==> config.mk <==
export PLATFORM = sky130hd
export DESIGN_NAME = cte_rgb2yuv_stream
export DESIGN_NICKNAME = d
export VERILOG_FILES = /design/src/rtl/cte_rgb2yuv_stream.sv
export SDC_FILE = /design/constraint.sdc
export NUM_CORES = 1
export LEC_CHECK = 0
export BUFFER_PORTS_ARGS = -buffer_cell sky130_fd_sc_hd__buf_2
export CORE_UTILIZATION = 30
export DETAILED_ROUTE_END_ITERATION = 10
export GPL_ROUTABILITY_DRIVEN = 0
export GPL_TIMING_DRIVEN = 0
export PLACE_DENSITY = 0.47
export SETUP_SLACK_MARGIN = 0.2
export SLEW_MARGIN = 0
export SYNTH_ARGS = -nofsm -noshare
export SYNTH_HDL_FRONTEND = slang
export SYNTH_SLANG_ARGS = --single-unit
==> constraint.sdc <==
create_clock -name clk -period 21.1 [get_ports clk]
set_input_delay 1.055 -clock clk [delete_from_list [all_inputs] [get_ports clk]]
set_output_delay 1.055 -clock clk [all_outputs]
set_load 0.01 [all_outputs]
==> src/rtl/cte_rgb2yuv_stream.sv <==
// RGB->YUV stream converter: input FIFO, one pixel stage, 4:2:2 pair tracker
// and a word serializer emitting U,Y,V(,Y) one component per cycle.
module cte_rgb2yuv_stream #(
    parameter int DW    = 8,
    parameter int DEPTH = 4
) (
    input  logic            clk,
    input  logic            reset,
    input  logic            in_en,
    input  logic [3*DW-1:0] rgb_in,
    input  logic            mode_444,
    input  logic            flush,
    output logic            busy,
    output logic            out_valid,
    output logic [DW-1:0]   yuv_out
);
    localparam int W  = DW + 10;
    localparam int AW = $clog2(DEPTH);
    localparam int EW = 3*DW + 3;

    localparam logic signed [W-1:0] CY_R = 77,  CY_G = 150,  CY_B = 29;
    localparam logic signed [W-1:0] CU_R = -43, CU_G = -85,  CU_B = 128;
    localparam logic signed [W-1:0] CV_R = 128, CV_G = -107, CV_B = -21;
    localparam logic signed [W-1:0] RND8 = 128, RND9 = 256;
    localparam logic signed [W-1:0] YMAX = (2**DW) - 1;
    localparam logic signed [W-1:0] CMAX = (2**(DW-1)) - 1;
    localparam logic signed [W-1:0] CMIN = -(2**(DW-1));

    typedef enum logic {CLOSED, OPEN0} pair_t;

    function automatic logic [DW-1:0] sat_y(input logic signed [W-1:0] v);
        if (v < 0)         return '0;
        else if (v > YMAX) return '1;
        else               return v[DW-1:0];
    endfunction

    function automatic logic [DW-1:0] sat_c(input logic signed [W-1:0] v);
        if (v < CMIN)      return {1'b1, {(DW-1){1'b0}}};
        else if (v > CMAX) return {1'b0, {(DW-1){1'b1}}};
        else               return v[DW-1:0];
    endfunction

    // Averaged chroma from two unrounded raw sums; a lone pixel passes itself twice.
    function automatic logic [DW-1:0] chroma2(input logic signed [W-1:0] a,
                                              input logic signed [W-1:0] b);
        logic signed [W-1:0] s;
        s = a + b + RND9;
        return sat_c(s >>> 9);
    endfunction

    // ---------------- input FIFO ----------------
    logic [EW-1:0] mem [DEPTH];
    logic [AW-1:0] wptr, rptr;
    logic [AW:0]   cnt, cnt_nxt;
    logic          wr, pop, pix_take;

    assign wr  = (in_en | flush) & ~busy;
    assign pop = pix_take & (cnt != '0);

    always_comb cnt_nxt = cnt + (AW+1)'(wr) - (AW+1)'(pop);

    always_ff @(posedge clk) begin
        if (reset) begin
            wptr <= '0;
            rptr <= '0;
            cnt  <= '0;
            busy <= 1'b0;
        end else begin
            if (wr)  wptr <= wptr + 1'b1;
            if (pop) rptr <= rptr + 1'b1;
            cnt  <= cnt_nxt;
            busy <= (cnt_nxt == (AW+1)'(DEPTH));
        end
    end

    always_ff @(posedge clk) begin
        if (wr) mem[wptr] <= {flush, mode_444, in_en, rgb_in};
    end

    // ---------------- pixel stage ----------------
    logic          pix_vld;
    logic [EW-1:0] pix;
    logic          pix_fl, pix_444, pix_en;
    logic signed [W-1:0] r, g, b, y_raw, u_raw, v_raw, y_rnd, u_rnd, v_rnd;
    logic [DW-1:0] y_now, u_444, v_444;

    always_ff @(posedge clk) begin
        if (reset) begin
            pix_vld <= 1'b0;
            pix     <= '0;
        end else if (pix_take) begin
            pix_vld <= (cnt != '0);
            if (pop) pix <= mem[rptr];
        end
    end

    assign pix_fl  = pix[EW-1];
    assign pix_444 = pix[EW-2];
    assign pix_en  = pix[EW-3];

    always_comb begin
        r     = W'(pix[3*DW-1:2*DW]);
        g     = W'(pix[2*DW-1:DW]);
        b     = W'(pix[DW-1:0]);
        y_raw = CY_R*r + CY_G*g + CY_B*b;
        u_raw = CU_R*r + CU_G*g + CU_B*b;
        v_raw = CV_R*r + CV_G*g + CV_B*b;
        y_rnd = y_raw + RND8;
        u_rnd = u_raw + RND8;
        v_rnd = v_raw + RND8;
        y_now = sat_y(y_rnd >>> 8);
        u_444 = sat_c(u_rnd >>> 8);
        v_444 = sat_c(v_rnd >>> 8);
    end

    // ---------------- pair tracker ----------------
    pair_t               state, nxt;
    logic [DW-1:0]       y0_q;
    logic signed [W-1:0] u0_q, v0_q;
    logic                grp_vld, consume, capture, ser_ready, load;
    logic [1:0]          g_last, rem;
    logic [DW-1:0]       gw [4];
    logic [DW-1:0]       sbuf [3];

    assign ser_ready = (rem == 2'd0);
    assign pix_take  = ~pix_vld | consume;
    assign load      = grp_vld & ser_ready;

    always_ff @(posedge clk) begin
        if (reset) begin
            state <= CLOSED;
            y0_q  <= '0;
            u0_q  <= '0;
            v0_q  <= '0;
        end else begin
            state <= nxt;
            if (capture) begin
                y0_q <= y_now;
                u0_q <= u_raw;
                v0_q <= v_raw;
            end
        end
    end

    // A 444 pixel arriving on an open pair first closes the pair and stays
    // in the pixel stage, so it is converted on the following cycle.
    always_comb begin
        nxt     = state;
        grp_vld = 1'b0;
        g_last  = 2'd2;
        consume = 1'b0;
        capture = 1'b0;
        for (int unsigned i = 0; i < 4; i++) gw[i] = '0;
        if (pix_vld) begin
            unique case (state)
                CLOSED: begin
                    if (!pix_en) begin
                        consume = 1'b1;
                    end else if (pix_444) begin
                        grp_vld = 1'b1;
                        gw[0] = u_444; gw[1] = y_now; gw[2] = v_444;
                        consume = ser_ready;
                    end else if (pix_fl) begin
                        grp_vld = 1'b1;
                        g_last  = 2'd3;
                        gw[0] = chroma2(u_raw, u_raw); gw[1] = y_now;
                        gw[2] = chroma2(v_raw, v_raw); gw[3] = y_now;
                        consume = ser_ready;
                    end else begin
                        capture = 1'b1;
                        consume = 1'b1;
                        nxt     = OPEN0;
                    end
                end
                OPEN0: begin
                    grp_vld = 1'b1;
                    g_last  = 2'd3;
                    if (pix_en && !pix_444) begin
                        gw[0] = chroma2(u0_q, u_raw); gw[1] = y0_q;
                        gw[2] = chroma2(v0_q, v_raw); gw[3] = y_now;
                        consume = ser_ready;
                    end else begin
                        gw[0] = chroma2(u0_q, u0_q); gw[1] = y0_q;
                        gw[2] = chroma2(v0_q, v0_q); gw[3] = y0_q;
                        consume = ser_ready & ~pix_en;
                    end
                    if (ser_ready) nxt = CLOSED;
                end
                default: nxt = CLOSED;
            endcase
        end
    end

    // ---------------- serializer ----------------
    always_ff @(posedge clk) begin
        if (reset) begin
            out_valid <= 1'b0;
            yuv_out   <= '0;
            rem       <= 2'd0;
            for (int unsigned i = 0; i < 3; i++) sbuf[i] <= '0;
        end else if (load) begin
            out_valid <= 1'b1;
            yuv_out   <= gw[0];
            sbuf[0]   <= gw[1];
            sbuf[1]   <= gw[2];
            sbuf[2]   <= gw[3];
            rem       <= g_last;
        end else if (rem != 2'd0) begin
            yuv_out <= sbuf[0];
            sbuf[0] <= sbuf[1];
            sbuf[1] <= sbuf[2];
            rem     <= rem - 2'd1;
        end else begin
            out_valid <= 1'b0;
            yuv_out   <= '0;
        end
    end
endmodule
* Word level (Yosys, flattened, before mapping)
Memories as Yosys holds them, arrays and structs flattened. A register that Yosys moved wholly into a read port is not among the register bits. Cells that the tools add are included.
Storage, ports and cells: register bits after elaboration 65, latch bits 0, memory bits (writable) 132, ROM bits 0, memories kept 2
Memory list:
- mem | words 4, width 27, read ports 1, clocked after Yosys merged registers in 1, wr ports 1, line 52 | logic [EW-1:0] mem [DEPTH];
- sbuf | words 3, width 8, read ports 3, clocked after Yosys merged registers in 0, wr ports 3, line 123 | logic [DW-1:0] sbuf [3];
Cells by class: $add $sub $neg 26, multiply operators 7, divide/modulo/power cells 0, magnitude comparators 18, eq/ne operators 2, shift-type cells 0, mux-type cells 70, bitwise operators 15, reductions and logical operators 7
Operators with widths (count):
- $mux W8 | 26
- $mux W32 | 4
- $add A18 B10 Y18 const B | 6
- $add A18 B18 Y18 | 6
- $pmux W32 S2 | 1
- $add A18 B9 Y18 const B | 3
- $gt A9 B8 Y1 const B | 6
- $lt A9 B8 Y1 const B | 6
- $add A16 B17 Y18 | 2
- $mul A8 B9 Y17 const A | 2
- $mux W1 | 31
- $mul A7 B8 Y15 const A | 2
- $mux W24 | 1
- $gt A10 B8 Y1 const B | 2
- $lt A10 B8 Y1 const B | 2
- $add A17 B13 Y18 | 1
- $add A18 B15 Y18 | 1
- $add A18 B16 Y18 | 1
- $add A15 B16 Y17 | 1
- $mul A7 B9 Y16 const A | 1
- $mul A6 B9 Y15 const A | 1
- $mul A5 B8 Y13 const A | 1
- $gt A10 B9 Y1 const B | 1
- $lt A10 B1 Y1 const B | 1
- 18 further kinds | 36

* Longest topological paths before layout
word-level depth 15, mapped depth 33

* Worst setup path before layout
OpenSTA, ideal clock, no wires.
path type flip-flop to flip-flop, from register pix[14] (read register of mem), to register yuv_out[2], data arrival time 7.631 ns, path slack 13.395 ns, stages on the path, launching flop included 30, path buffers 2, cell sequence dfxtp_1 -> inv_1 -> ha_1 -> inv_1 -> fa_1 -> fa_1 -> fa_1 -> fa_1 -> inv_1 -> fa_1 -> inv_1 -> ha_1 -> clkbuf_1 -> a2111oi_0 -> a21boi_1 -> or3_1 -> clkbuf_1 -> nand2_1 -> ha_1 -> ha_1 -> o21a_1 -> o21a_1 -> o21a_1 -> and3_1 -> a211oi_1 -> nor2_1 -> nor3_1 -> o21ai_0 -> a22o_1 -> a31oi_1
Between the ends: word-level cells in the longest chain between the ends 14
Ends and longest elaborated chain:
- start: declaration | line 82 | logic [EW-1:0] pix;
- $mul A8 B9 Y17 (*) | line 106 | u_raw = CU_R*r + CU_G*g + CU_B*b;
- $add A16 B17 Y18 (*) | line 106
- $add A18 B16 Y18 (*) | line 106
- named net u_raw[11] | line 84 | logic signed [W-1:0] r, g, b, y_raw, u_raw, v_raw, y_rnd, u_rnd, v_rnd;
- $add A18 B18 Y18 | line 47 | s = a + b + RND9;
- $add A18 B10 Y18 | line 47
- $gt A9 B8 Y1 | line 39 | else if (v > CMAX) return {1'b0, {(DW-1){1'b1}}};
- $mux W8 | line 39
- $mux W8 | line 38 | if (v < CMIN) return {1'b1, {(DW-1){1'b0}}};
- $mux W32 | line 163 | end else if (pix_fl) begin
- $mux W24 | line 159 | end else if (pix_444) begin
- $mux W32 | line 157 | if (!pix_en) begin
- $pmux W32 S2 (*) | line 155 | unique case (state)
- $mux W32 (*) | line 154 | if (pix_vld) begin
- $mux W8 (*) | line 201 | end else if (load) begin
- end signal: assignment | line 203 | yuv_out <= gw[0];
- end signal: assignment | line 209 | yuv_out <= sbuf[0];
- end: declaration | line 15 | output logic [DW-1:0] yuv_out
The timed path passes the listed nets; every way through them passes the cells marked *. A chain may end at the register's enable or synchronous reset.

* Worst setup path in the final report
from register pix[9] (read register of mem), to register yuv_out[0]
Same word-level chain as after synthesis.

==> flow_summary.toml <==
[status]
status = "finished clean"

[worst_setup_path]
worstReg2RegStart = "pix[9]"
cp.arrival_ns = 9.56
r2r-end = "yuv_out[0]"
slowest_delay_ns = 0.81
critical_path_class = "flip-flop to flip-flop"
crit_slowest_cell = "dfxtp_1"
path_max_fanout = 10
rr_worst_depth = 28
required_ns = 21.57
rrSetupSlack_ns = 12.02
endpoint_kind = "flip-flop"
crit_path_frequent_cell = "fa_1"
crit_path_start_kind = "flip-flop"

[floorplanning]
die_h_um = 264
pin_count = 39
die_w_um = 264
start_util_pct = 30.4
dieArea_sq_um = 69500
core_area_sq_um = 67500
num_rows = 95

[cts]
cts_buffer_depth = 3
post_cts_resized = 0
cts_buffers = 28
post-cts-setup-buffer-count = 0
clk_latency_ns = 0.55
cts_tree = "built"
cts_hold_buffers = 0
clkTransAtPathRegs_ns = 0.06
cts_root_buf = "clkbuf_16"
clock_sinks = 224
cts_max_level = 1

[min_path]
hold_depth = 2
hold_class = "flip-flop to flip-flop"
holdPathEnd = "out_valid"
holdCritStartpoint = "out_valid"

[grt]
grt_pass1_vias = 15000
antenna_found_initial = 0
grt_pass1_wl_um = 83900
overflow = 0
grt_max_degree = 28
grt_use_total_pct = 15.4

[sta]
worstMarginPinSlew_ns = 0.952
fmax_ghz = 0.110
skew_ns = 0.0224
fin_crit_sh_pct = 43.0
rsz0062_at_grt = "no"
drv_slew = 0
finalSetupViolations = 0
fin_tns_setup_ns = 0
hold_slack_ns = 0.452
post-route-min-period_ns = 9.08
slew_headroom_pct = 36.5
hold_viol_final = 0

[yosys]
yosys.area_share.xor_xnor_pct = 3.63
synthCells = 2072
syn_avg_cell_area_sq_um = 9.92
yosysUniqueCellTypes = 101
synth-simple-area-share_pct = 11.4
synth_warnings = 0
syn_area_sq_um = 20500
syn_nets = 2564
yosysSeqAreaShare_pct = 28.3
synth_compound_area_share_pct = 11.7
synth-seq-cells = 224
synth_fa_ha_area_share_pct = 34.0
ys_async_sr_fraction_pct = 0
muxShareOfSynthArea_pct = 3.26
ys.flop_type = "edfxtp_1"
synth_top_family_by_area = "adder cells"
synth-edff-count = 132

[flow_run]
maxCapViolCount = 0

[placement]
port_buffers = 37
placed_area_sq_um = 21800
dp_hpwl_um = 44200

[route]
first_iter_violations = 940
via_per_inst = 4.88
final_antenna_net_count = 0
routed_wirelength_um = 53500
drtPass1Iterations = 6
drt-wirelength-per-cell_um = 17.6
vias = 14800
drc_errors = 0

[finish]
layout-drive-gt1-share_pct = 7.40
fin_nets = 2631
stdcell_area_sq_um = 22800
area_growth_syn_to_layout_pct = 10.8
fillers = 6875
antenna_cells = 0
area by class of cell:
cell class	count	area [sq um]	area share (%)
Multi-Input combinational cell	1429	13200	57.8
Sequential cell	224	5810	25.5
Inverter	364	1370	6.00
Tap cell	873	1090	4.80
Clock buffer	38	779	3.42
Buffer	55	229	1.01
Timing Repair Buffer	37	185	0.814
Clock inverter	14	154	0.676
metal layers:
metal	global-route usage, %	vias up	share of wire, %
met5	0	-	0
met4	2.94	0	1.6
met3	2.34	49	4.8
met2	26.4	304	48
met1	20.5	7233	45
li1	-	7219	-
how the worst max path moves through the flow:
stage | start | slack, ns | to | cells after the start
after floorplan | pix[14] | 13.40 | yuv_out[2] | 29
after global placement | pix[9] | 11.99 | yuv_out[0] | 28
after detailed placement | pix[14] | 12.04 | yuv_out[0] | 29
after global routing | pix[14] | 11.36 | yuv_out[0] | 29
after CTS | pix[14] | 12.02 | yuv_out[0] | 29
final | pix[9] | 12.02 | yuv_out[0] | 28
synth_stat cells (5+ instances only):
master / instances / area, sq um
a21oi_1: 134 / 671
o21ai_1: 12 / 60.1
or3_1: 8 / 50.1
nand2_1: 202 / 758
nor3_1: 30 / 150
buf_2: 6 / 30.0
o2111ai_1: 9 / 78.8
dfxtp_1: 92 / 1840
nand4_1: 11 / 68.8
a222oi_1: 5 / 50.1
nand2b_1: 12 / 75.1
and3_1: 13 / 81.3
a211oi_1: 14 / 105
nor2_1: 88 / 330
a21boi_0: 5 / 37.5
edfxtp_1: 132 / 3960
o21bai_1: 6 / 45.0
a221oi_1: 5 / 43.8
xor2_1: 27 / 236
fa_1: 157 / 3140
clkbuf_1: 43 / 161
nor4_1: 7 / 43.8
a22oi_1: 6 / 45.0
xnor2_1: 45 / 394
o211ai_1: 11 / 82.6
a31oi_1: 9 / 56.3
mux4_2: 27 / 608
inv_1: 361 / 1360
and2_1: 17 / 106
nor2b_1: 19 / 119
mux2i_1: 5 / 50.1
nand3_1: 45 / 225
o21a_1: 14 / 105
or2_2: 9 / 56.3
a21o_1: 16 / 120
ha_1: 306 / 3830
o21ai_0: 55 / 275
critical path, delay by kind of cell, from the launching register on:
kind	cells	cell delay (ns)
adder cells (fa/ha/maj)	9	3.98
AO/OA/AOI/OAI	8	2.02
AND/OR/NAND/NOR	6	1.33
buffers and inverters	5	0.85
flip-flops	1	0.81
per-stage QoR:
step | util [%] | setup slack [ns] | std cells
5_1_grt | 33.7 | 11.36 | 3034
6_report | 33.7 | 12.02 | 3034
4_1_cts | 33.7 | 12.02 | 3034
2_1_floorplan | - | 13.40 | 2072
3_5_place_dp | 32.3 | 12.04 | 2982
3_3_place_gp | 32.3 | 11.99 | 2982
placed cells by master, fill, tap and decap left out, types with 6 or more instances in the layout:
cell | synthesis | final
nor2_1 | 88 | 88
a211oi_1 | 14 | 14
a21o_1 | 16 | 16
a22oi_1 | 6 | 6
clkbuf_16 | 0 | 29
fa_1 | 157 | 157
nor4_1 | 7 | 7
a21oi_1 | 134 | 134
or3_1 | 8 | 8
o21bai_1 | 6 | 6
xor2_1 | 27 | 27
o21a_1 | 14 | 14
or2_2 | 9 | 9
clkinv_2 | 0 | 6
nand4_1 | 11 | 11
nor3_1 | 30 | 30
o211ai_1 | 11 | 11
clkbuf_1 | 43 | 50
ha_1 | 306 | 306
nand2_1 | 202 | 202
mux4_2 | 27 | 27
nand3_1 | 45 | 45
o21ai_1 | 12 | 12
and3_1 | 13 | 13
xnor2_1 | 45 | 45
buf_2 | 6 | 43
nor2b_1 | 19 | 19
edfxtp_1 | 132 | 132
a31oi_1 | 9 | 9
o21ai_0 | 55 | 55
o2111ai_1 | 9 | 9
and2_1 | 17 | 13
inv_1 | 361 | 361
dfxtp_1 | 92 | 92
nand2b_1 | 12 | 12
registers in the layout, indices dropped and copies added (netlist names):
register and flops:
pix 27, y0_q 8, v0_q 18, pix_vld 1
busy 1, u0_q 18, out_valid 1, cnt 3
wptr 2, mem 108, rem 2, rptr 2
yuv_out 8, state 1, sbuf 24
kinds of logic after synthesis:
family	after synthesis
buffers and inverters	419
DFF	224
muxes	33
adders and majority gates	464
xor gates and xnor gates	78
AOI/OAI and AO/OA	362
and+or+nand+nor	492
Power is left out: the tool's default activity adds up to more than one toggle a clock period on the data nets, which glitch-free logic cannot reach.
